**config.mk**
```make
export PLATFORM = sky130hd
export DESIGN_NAME = mem_responder
export DESIGN_NICKNAME = d
export VERILOG_FILES = /design/src/rtl/mem_responder.sv
export SDC_FILE = /design/constraint.sdc
export NUM_CORES = 2
export LEC_CHECK = 0
export CAP_MARGIN = 20
export CORE_MARGIN = 2
export CORE_UTILIZATION = 60
export CTS_BUF_LIST = sky130_fd_sc_hd__clkbuf_2
export DETAILED_ROUTE_END_ITERATION = 6
export MAX_ROUTING_LAYER = met4
export PLACE_DENSITY = 0.77
export SYNTH_ARGS = -nofsm -noshare
export SYNTH_HDL_FRONTEND = slang
export SYNTH_SLANG_ARGS = --single-unit
```
**constraint.sdc**
```tcl
create_clock -name clk -period 4.7 [get_ports clk]
set_input_delay 0.94 -clock clk [delete_from_list [all_inputs] [get_ports clk]]
set_output_delay 0.94 -clock clk [all_outputs]
set_load 0.005 [all_outputs]
```
**src/rtl/mem_responder.sv**
```systemverilog
// rtl/mem_responder.sv - wait-stated request/response slave with word RAM, LED and cycle-counter registers
module mem_responder #(
  parameter int          DEPTH_WORDS = 64,
  parameter int          WAIT_CYCLES = 2,
  parameter logic [31:0] MMIO_BASE   = 32'h0000_1000
) (
  input  logic        clk,
  input  logic        reset,
  input  logic        req_valid,
  output logic        req_ready,
  input  logic        req_we,
  input  logic [31:0] req_addr,
  input  logic [31:0] req_wdata,
  output logic        rsp_valid,
  input  logic        rsp_ready,
  output logic [31:0] rsp_rdata,
  output logic        rsp_err,
  output logic [7:0]  led_out
);

  localparam int         AW        = $clog2(DEPTH_WORDS);
  localparam logic [3:0] WAIT_LOAD = (WAIT_CYCLES == 0) ? 4'd0 : 4'(WAIT_CYCLES - 1);

  typedef enum logic [1:0] {
    IDLE,
    WAIT,
    RESP
  } state_t;

  state_t        state;
  state_t        state_next;
  logic [3:0]    wait_cnt;
  logic          lat_we;
  logic [31:0]   lat_addr;
  logic [31:0]   lat_wdata;
  logic [31:0]   cycle_cnt;
  logic [7:0]    led;
  logic [31:0]   mem [DEPTH_WORDS];

  logic          accept;
  logic          exec;
  logic          acc_we;
  logic [31:0]   acc_addr;
  logic [31:0]   acc_wdata;
  logic          ram_hit;
  logic          led_hit;
  logic          cyc_hit;
  logic          acc_err;
  logic [AW-1:0] ram_idx;

  always_comb begin
    state_next = state;
    accept     = 1'b0;
    exec       = 1'b0;
    req_ready  = 1'b0;
    rsp_valid  = 1'b0;
    case (state)
      IDLE: begin
        req_ready = 1'b1;
        if (req_valid) begin
          accept = 1'b1;
          if (WAIT_CYCLES == 0) begin
            exec       = 1'b1;
            state_next = RESP;
          end else begin
            state_next = WAIT;
          end
        end
      end
      WAIT: begin
        if (wait_cnt == 4'd0) begin
          exec       = 1'b1;
          state_next = RESP;
        end
      end
      RESP: begin
        rsp_valid = 1'b1;
        if (rsp_ready) state_next = IDLE;
      end
      default: state_next = IDLE;
    endcase
  end

  // With no wait states the access executes on the accepting edge, straight from the inputs.
  assign acc_we    = (WAIT_CYCLES == 0) ? req_we    : lat_we;
  assign acc_addr  = (WAIT_CYCLES == 0) ? req_addr  : lat_addr;
  assign acc_wdata = (WAIT_CYCLES == 0) ? req_wdata : lat_wdata;

  assign ram_hit = (acc_addr[31:AW+2] == '0);
  assign led_hit = (acc_addr == MMIO_BASE);
  assign cyc_hit = (acc_addr == MMIO_BASE + 32'd4);
  assign acc_err = (acc_addr[1:0] != 2'b00) || !(ram_hit || led_hit || cyc_hit);
  assign ram_idx = acc_addr[AW+1:2];
  assign led_out = led;

  always_ff @(posedge clk) begin
    if (!reset) state <= IDLE;
    else        state <= state_next;
  end

  always_ff @(posedge clk) begin
    if (!reset) begin
      wait_cnt  <= 4'd0;
      lat_we    <= 1'b0;
      lat_addr  <= 32'd0;
      lat_wdata <= 32'd0;
      cycle_cnt <= 32'd0;
      led       <= 8'd0;
      rsp_rdata <= 32'd0;
      rsp_err   <= 1'b0;
    end else begin
      cycle_cnt <= cycle_cnt + 32'd1;
      if (accept) begin
        lat_we    <= req_we;
        lat_addr  <= req_addr;
        lat_wdata <= req_wdata;
        wait_cnt  <= WAIT_LOAD;
      end else if (state == WAIT && wait_cnt != 4'd0) begin
        wait_cnt <= wait_cnt - 4'd1;
      end
      if (exec) begin
        rsp_err   <= acc_err;
        rsp_rdata <= 32'd0;
        if (!acc_err && !acc_we) begin
          if (ram_hit)      rsp_rdata <= mem[ram_idx];
          else if (led_hit) rsp_rdata <= {24'd0, led};
          else if (cyc_hit) rsp_rdata <= cycle_cnt;
        end
        if (!acc_err && acc_we && !ram_hit && led_hit) led <= acc_wdata[7:0];
      end
    end
  end

  // RAM is not reset; the reset qualifier only blocks a write from an aborted access.
  always_ff @(posedge clk) begin
    if (reset && exec && !acc_err && acc_we && ram_hit) mem[ram_idx] <= acc_wdata;
  end

endmodule
```
=== After elaboration in Yosys (flattened, before gate mapping) ===
Memory sizes are Yosys's and may differ from the RTL's. A register that Yosys moved wholly into a read port is not among the register bits.
Cells that the tools add are included.

* Register bits after elaboration: 144
* Bits in writable memories: 2048
* Input port bits: 69
* Output and inout port bits: 43
* Memories kept: 1

{| class="wikitable"
|+ Memories
! memory !! depth !! width !! read ports !! clocked after memory_dff !! write ports !! RTL line !! RTL
|-
| mem || 64 || 32 || 1 || 1 || 1 || 38 || <nowiki>logic [31:0] mem [DEPTH_WORDS];</nowiki>
|}

* Add/subtract/negate cells: 2
* Equal/unequal tests: 7
* Multiplexer cells: 20
* Bitwise gates (word level): 1
* Reduce and logical (&&, ||, !) cells: 25

{| class="wikitable"
|+ Operators with widths
! cell !! number
|-
| 2-to-1 mux 32 bit || 4
|-
| == test 32 x 13 -> 1 bit (second input constant) || 2
|-
| adder 32 x 1 -> 32 bit (second input constant) || 1
|-
| zero test 24 bit || 1
|-
| 2-to-1 mux 6 bit || 2
|-
| 2-to-1 mux 1 bit || 10
|-
| logical AND 1 bit || 9
|-
| 2-to-1 mux 2 bit || 3
|-
| != test 2 bit (second input constant) || 3
|-
| one-hot mux 2 bit (3 select lines) || 1
|-
| zero test 1 bit || 4
|-
| zero test 4 bit || 1
|-
| nonzero test 2 bit || 2
|-
| nonzero test 4 bit || 1
|-
| subtractor 4 x 1 -> 4 bit (second input constant) || 1
|-
| logical OR 1 bit || 3
|-
| AND reduction 3 bit || 1
|-
| == test 2 x 1 -> 1 bit (second input constant) || 1
|-
| == test 2 bit (second input constant) || 1
|-
| zero test 2 bit || 1
|-
| AND reduction 2 bit || 1
|-
| OR reduction 2 bit || 1
|-
| NOT 1 bit || 1
|}

=== Logic depth before layout (Yosys ltp) ===
* Depth in word-level cells: 11
* Depth in mapped cells: 12
* Mapped depth without buffers: 8

=== Worst setup path after synthesis ===
No wires, ideal clock.

* Kind: register to register
* Start: register wait_cnt[0]
* End: memory mem[62][0] (enable)
* Library setup time: 0.421 ns
* Arrival time: 3.267 ns
* Path slack: 1.012 ns
* Stages on the path, launching flop included: 9
* Buffers on the path: 0
* Clock period less this slack: 3.688 ns
* Cell sequence: dfxtp_1 > inv_1 > ha_1 > nor3b_2 > nand3_1 > nor3b_2 > and3_1 > nand3_1 > nor2_1

* Longest elaborated chain between the ends: 9

{| class="wikitable"
|+ Ends and longest elaborated chain
! element !! RTL line !! RTL
|-
| start: declaration || 32 || <nowiki>logic [3:0] wait_cnt;</nowiki>
|-
| start signal: assignment || 119 || <nowiki>wait_cnt <= wait_cnt - 4'd1;</nowiki>
|-
| zero test 4 bit || 71 || <nowiki>if (wait_cnt == 4'd0) begin</nowiki>
|-
| 2-to-1 mux 1 bit || 71 ||
|-
| 2-to-1 mux 1 bit || 57 || <nowiki>case (state)</nowiki>
|-
| logical AND 1 bit (4 in series) || 136 || <nowiki>if (reset && exec && !acc_err && acc_we && ram_hit) mem[ram_idx] <= acc_wdata;</nowiki>
|-
| 2-to-1 mux 1 bit || 136 ||
|-
| 2-to-1 mux 1 bit (not written as such) || 136 ||
|-
| end: declaration || 38 ||
|}

No other way between the ends.

=== Final worst setup path ===
* Start: register lat_addr[9] (netlist: acc_addr[9])
* End: memory mem[29][17] (enable)

* Longest elaborated chain between the ends: 11
* Elaborated cells between the ends (all ways): 13

{| class="wikitable"
|+ Ends and longest elaborated chain
! element !! RTL line !! RTL
|-
| start: declaration || 34 || <nowiki>logic [31:0] lat_addr;</nowiki>
|-
| start signal: assignment || 115 || <nowiki>lat_addr <= req_addr;</nowiki>
|-
| == test 32 x 13 -> 1 bit or zero test 24 bit (tied branches) || 90, 89 ||
|-
| logical OR 1 bit (2 in series) || 92 || <nowiki>assign acc_err = (acc_addr[1:0] != 2'b00) || !(ram_hit || led_hit || cyc_hit);</nowiki>
|-
| zero test 1 bit || 92 ||
|-
| logical OR 1 bit || 92 ||
|-
| zero test 1 bit || 136 ||
|-
| logical AND 1 bit (2 in series) || 136 ||
|-
| logical AND 1 bit (*) || 136 ||
|-
| 2-to-1 mux 1 bit (*) || 136 ||
|-
| 2-to-1 mux 1 bit (not written as such) (*) || 136 ||
|}

Mark *: on every way between the ends. The rest lies on a longest branch, timed or not.

==> metrics.txt <==
worst hold path cell count=4; register bit count reported by yosys=2198; vias in the first global route=49025; clk_lat worst skew=1.84 ns; Setup Buffers After CTS=0; final worst slack=0.579 ns; DRT Wirelength=238000 um; Tot Pwr=36.9 mW; core area=141000 um2; Net Sw Power=9.56 mW; GRT Residual Overflow=0; IO Count=112; Layout Area Growth over Synthesis=11.5%; most frequent cells in the layout=edfxtp_1 (2048), clkbuf_2 (787), mux2i_1 (385); Vias/cell=6.70; RSZ-0062 raised after global routing=no; DRC viols=0; internal power=27.3 mW; drt first-iter violations=8014; CTS Buf Count=546; setup TNS=0 ns; Async SR Flop Fraction=0%; sequential cell area fraction in the yosys report=75.7%; min-delay src=req_wdata[30]; Initial Utilization=60.3%; Final Max Slew Viols=0; reg-to-reg startpoint=acc_addr[9]; Post-synth EDFFs=2048; Port Buffers=111; worst-margin pin slew=1.27 ns; status=completed; max-cap violations=0; Max IR drop VDD=347 uV; # nets final=5191; dpl hpwl=140000 um; combinational share of power=8.0%; Setup CP Type=flip-flop to flip-flop; YS warnings=0; CTS sink count=2198; Row Count=138; total iterations of the first detailed-routing run=6; maximum clock rate=0.243 GHz; worst reg2reg path depth=9; hold_ws=0.208 ns; H-tree Lvls=6; Routed Antenna Nets=0; worst-path maximum fanout=18; Die ar.=145000 um2; CTS tree=done; pwr dens=388 nW/um2; DP Worst Slack=0.722 ns; Die W=381 um; largest net degree at the start of global routing=72; commonest non-fill, non-tap cell in the layout=edfxtp_1; vias=49611; clock power share=33.1%; wire per inst=32.2 um; RR Endpoint=mem[29][17]; first-pass GRT wire length=338000 um; PostCTS Resize Cnt=0; CP arrival=5.51 ns; P_leak=30.1 nW; CTS root buf=clkbuf_2; Layout Skew=0.196 ns; Mapped Nets=4516; Cells after Synth=4444; Die Y=381 um; fillcell total=9182; Hold WC Path Type=input pin to flip-flop; Post-Syn Area=85200 um2; Avg Cell Area, Syn=19.2 um2; final hold viol count=0; initial antenna violation count=28; share of post-route cells with drive strength above 1=26.9%; Longest Clk Path Bufs=4; min Tclk post-route=4.12 ns; gr usage total=33.9%; flop2flop setup slack=0.58 ns; Main synth FF type=edfxtp_1; Critical Path Start Type=flip-flop; Flop pwr share=58.9%; clock slew seen by the registers of the worst setup and hold paths=0.11 ns; CP required=6.09 ns; fin crit share=87.7%; GPL Wtd Cong=0.968; max_slew headroom=15.3%; switching part of the total=25.9%; final cell utilization of the core=67.3%; final setup vio count=0; count of cell types in the netlist=72; worst hold endpoint=acc_wdata[30]; critical path capture point type=flip-flop
## worst max path at each step
stage	startpoint	endpoint	slack (ns)
after floorplan	wait_cnt[0]	mem[62][0]	1.01
after global placement	reset	mem[20][24]	0.75
after detailed placement	reset	mem[4][30]	0.72
after CTS	state[1]	req_ready	0.61
after global routing	state[1]	req_ready	0.51
final	acc_addr[9]	mem[29][17]	0.58
## synthesized netlist by cell type (13+ instances only)
cell      count  share of area, %
a22oi_1      83              0.73
buf_4        20              0.18
or3_1        16              0.12
nor3_1       42              0.25
nor4_1       15              0.11
buf_8        21              0.37
nand3_1      49              0.29
mux4_2      300               7.9
mux2i_1     385               4.5
nand2_1     211              0.93
a221oi_1    151               1.6
clkbuf_1    102              0.45
a221o_1      36              0.42
mux4_1       27              0.83
o21ai_0     107              0.63
buf_1        26              0.11
nand2b_1     15              0.11
a21oi_1     158              0.93
a211oi_1     24              0.21
nor2b_1      14              0.10
buf_2        56              0.33
nor2_1      134              0.59
o22ai_1      13             0.095
o31ai_1      17              0.15
buf_6        39              0.52
xor2_1       18              0.19
dfxtp_1     150               3.5
edfxtp_1   2048                72
## kinds of logic after synthesis
kind of cell | share of synthesized area [%]
fa+ha+maj | 0.0441
buf+inv | 2.09
simple gates | 3.05
xor+xnor | 0.278
compound gates | 5.44
flops | 75.7
mux | 13.4
## metrics by stage
stage               area [um2]  instances
finish                   95000       7405
CTS                      95000       7375
global route             95000       7397
floorplan                85200       4444
detailed placement       89700       6393
global placement         89600       6391
## worst max-delay path: stages, from the launching register on
cell,delay (ns)
dfxtp_1,0.34
nor4_1,0.45
nand4_1,0.19
buf_4,0.23
or3_1,0.41
nor3_2,0.43
nand2_1,0.42
buf_4,0.32
nor2_4,0.58
buf_12,0.28
## power groups by stage
stage | registers (mW) | clock network (mW) | logic [mW]
6_report | 21.7 | 12.2 | 2.95
3_5_place_dp | 22.2 | 0 | 2.81
2_1_floorplan | 22.2 | 0 | 1.59
3_3_place_gp | 22.2 | 0 | 2.75
4_1_cts | 21.7 | 12.3 | 2.86
5_1_grt | 21.8 | 13.2 | 3.04
## cell type report
cell class | instances | area [um2] | area share, %
multi-input combinational | 1969 | 19400 | 20.5
clock buffer | 787 | 3940 | 4.14
timing repair buffer | 395 | 3940 | 4.15
antenna | 29 | 72.6 | 0.0764
tap | 1890 | 2360 | 2.49
sequential | 2198 | 64600 | 67.9
clock inverter | 128 | 676 | 0.711
inverter | 9 | 42.5 | 0.0448
## routing by layer
metal	track usage [%]	wire [um]	share of wire, %
met5	-	0	0
met4	16.1	11600	4.9
met3	10.4	35100	15
met2	49.2	110000	46
met1	44.0	81400	34
## repair_timing
| action | 4_1_cts | 5_1_grt |
|---|---|---|
| setup endpoints to repair | 0 | 0 |
| endpoints found under the hold margin | 78 | 0 |
| hold buffers | 67 | 0 |
## state kept, by name, summed over array words and instances (netlist names), named ones only
signal,cells
acc_addr,32
acc_wdata,32
acc_we,1
cycle_cnt,32
led_out,8
mem,2048
rsp_err,1
rsp_rdata,32
state,2
wait_cnt,4
Power figures use the tool's default switching activity.
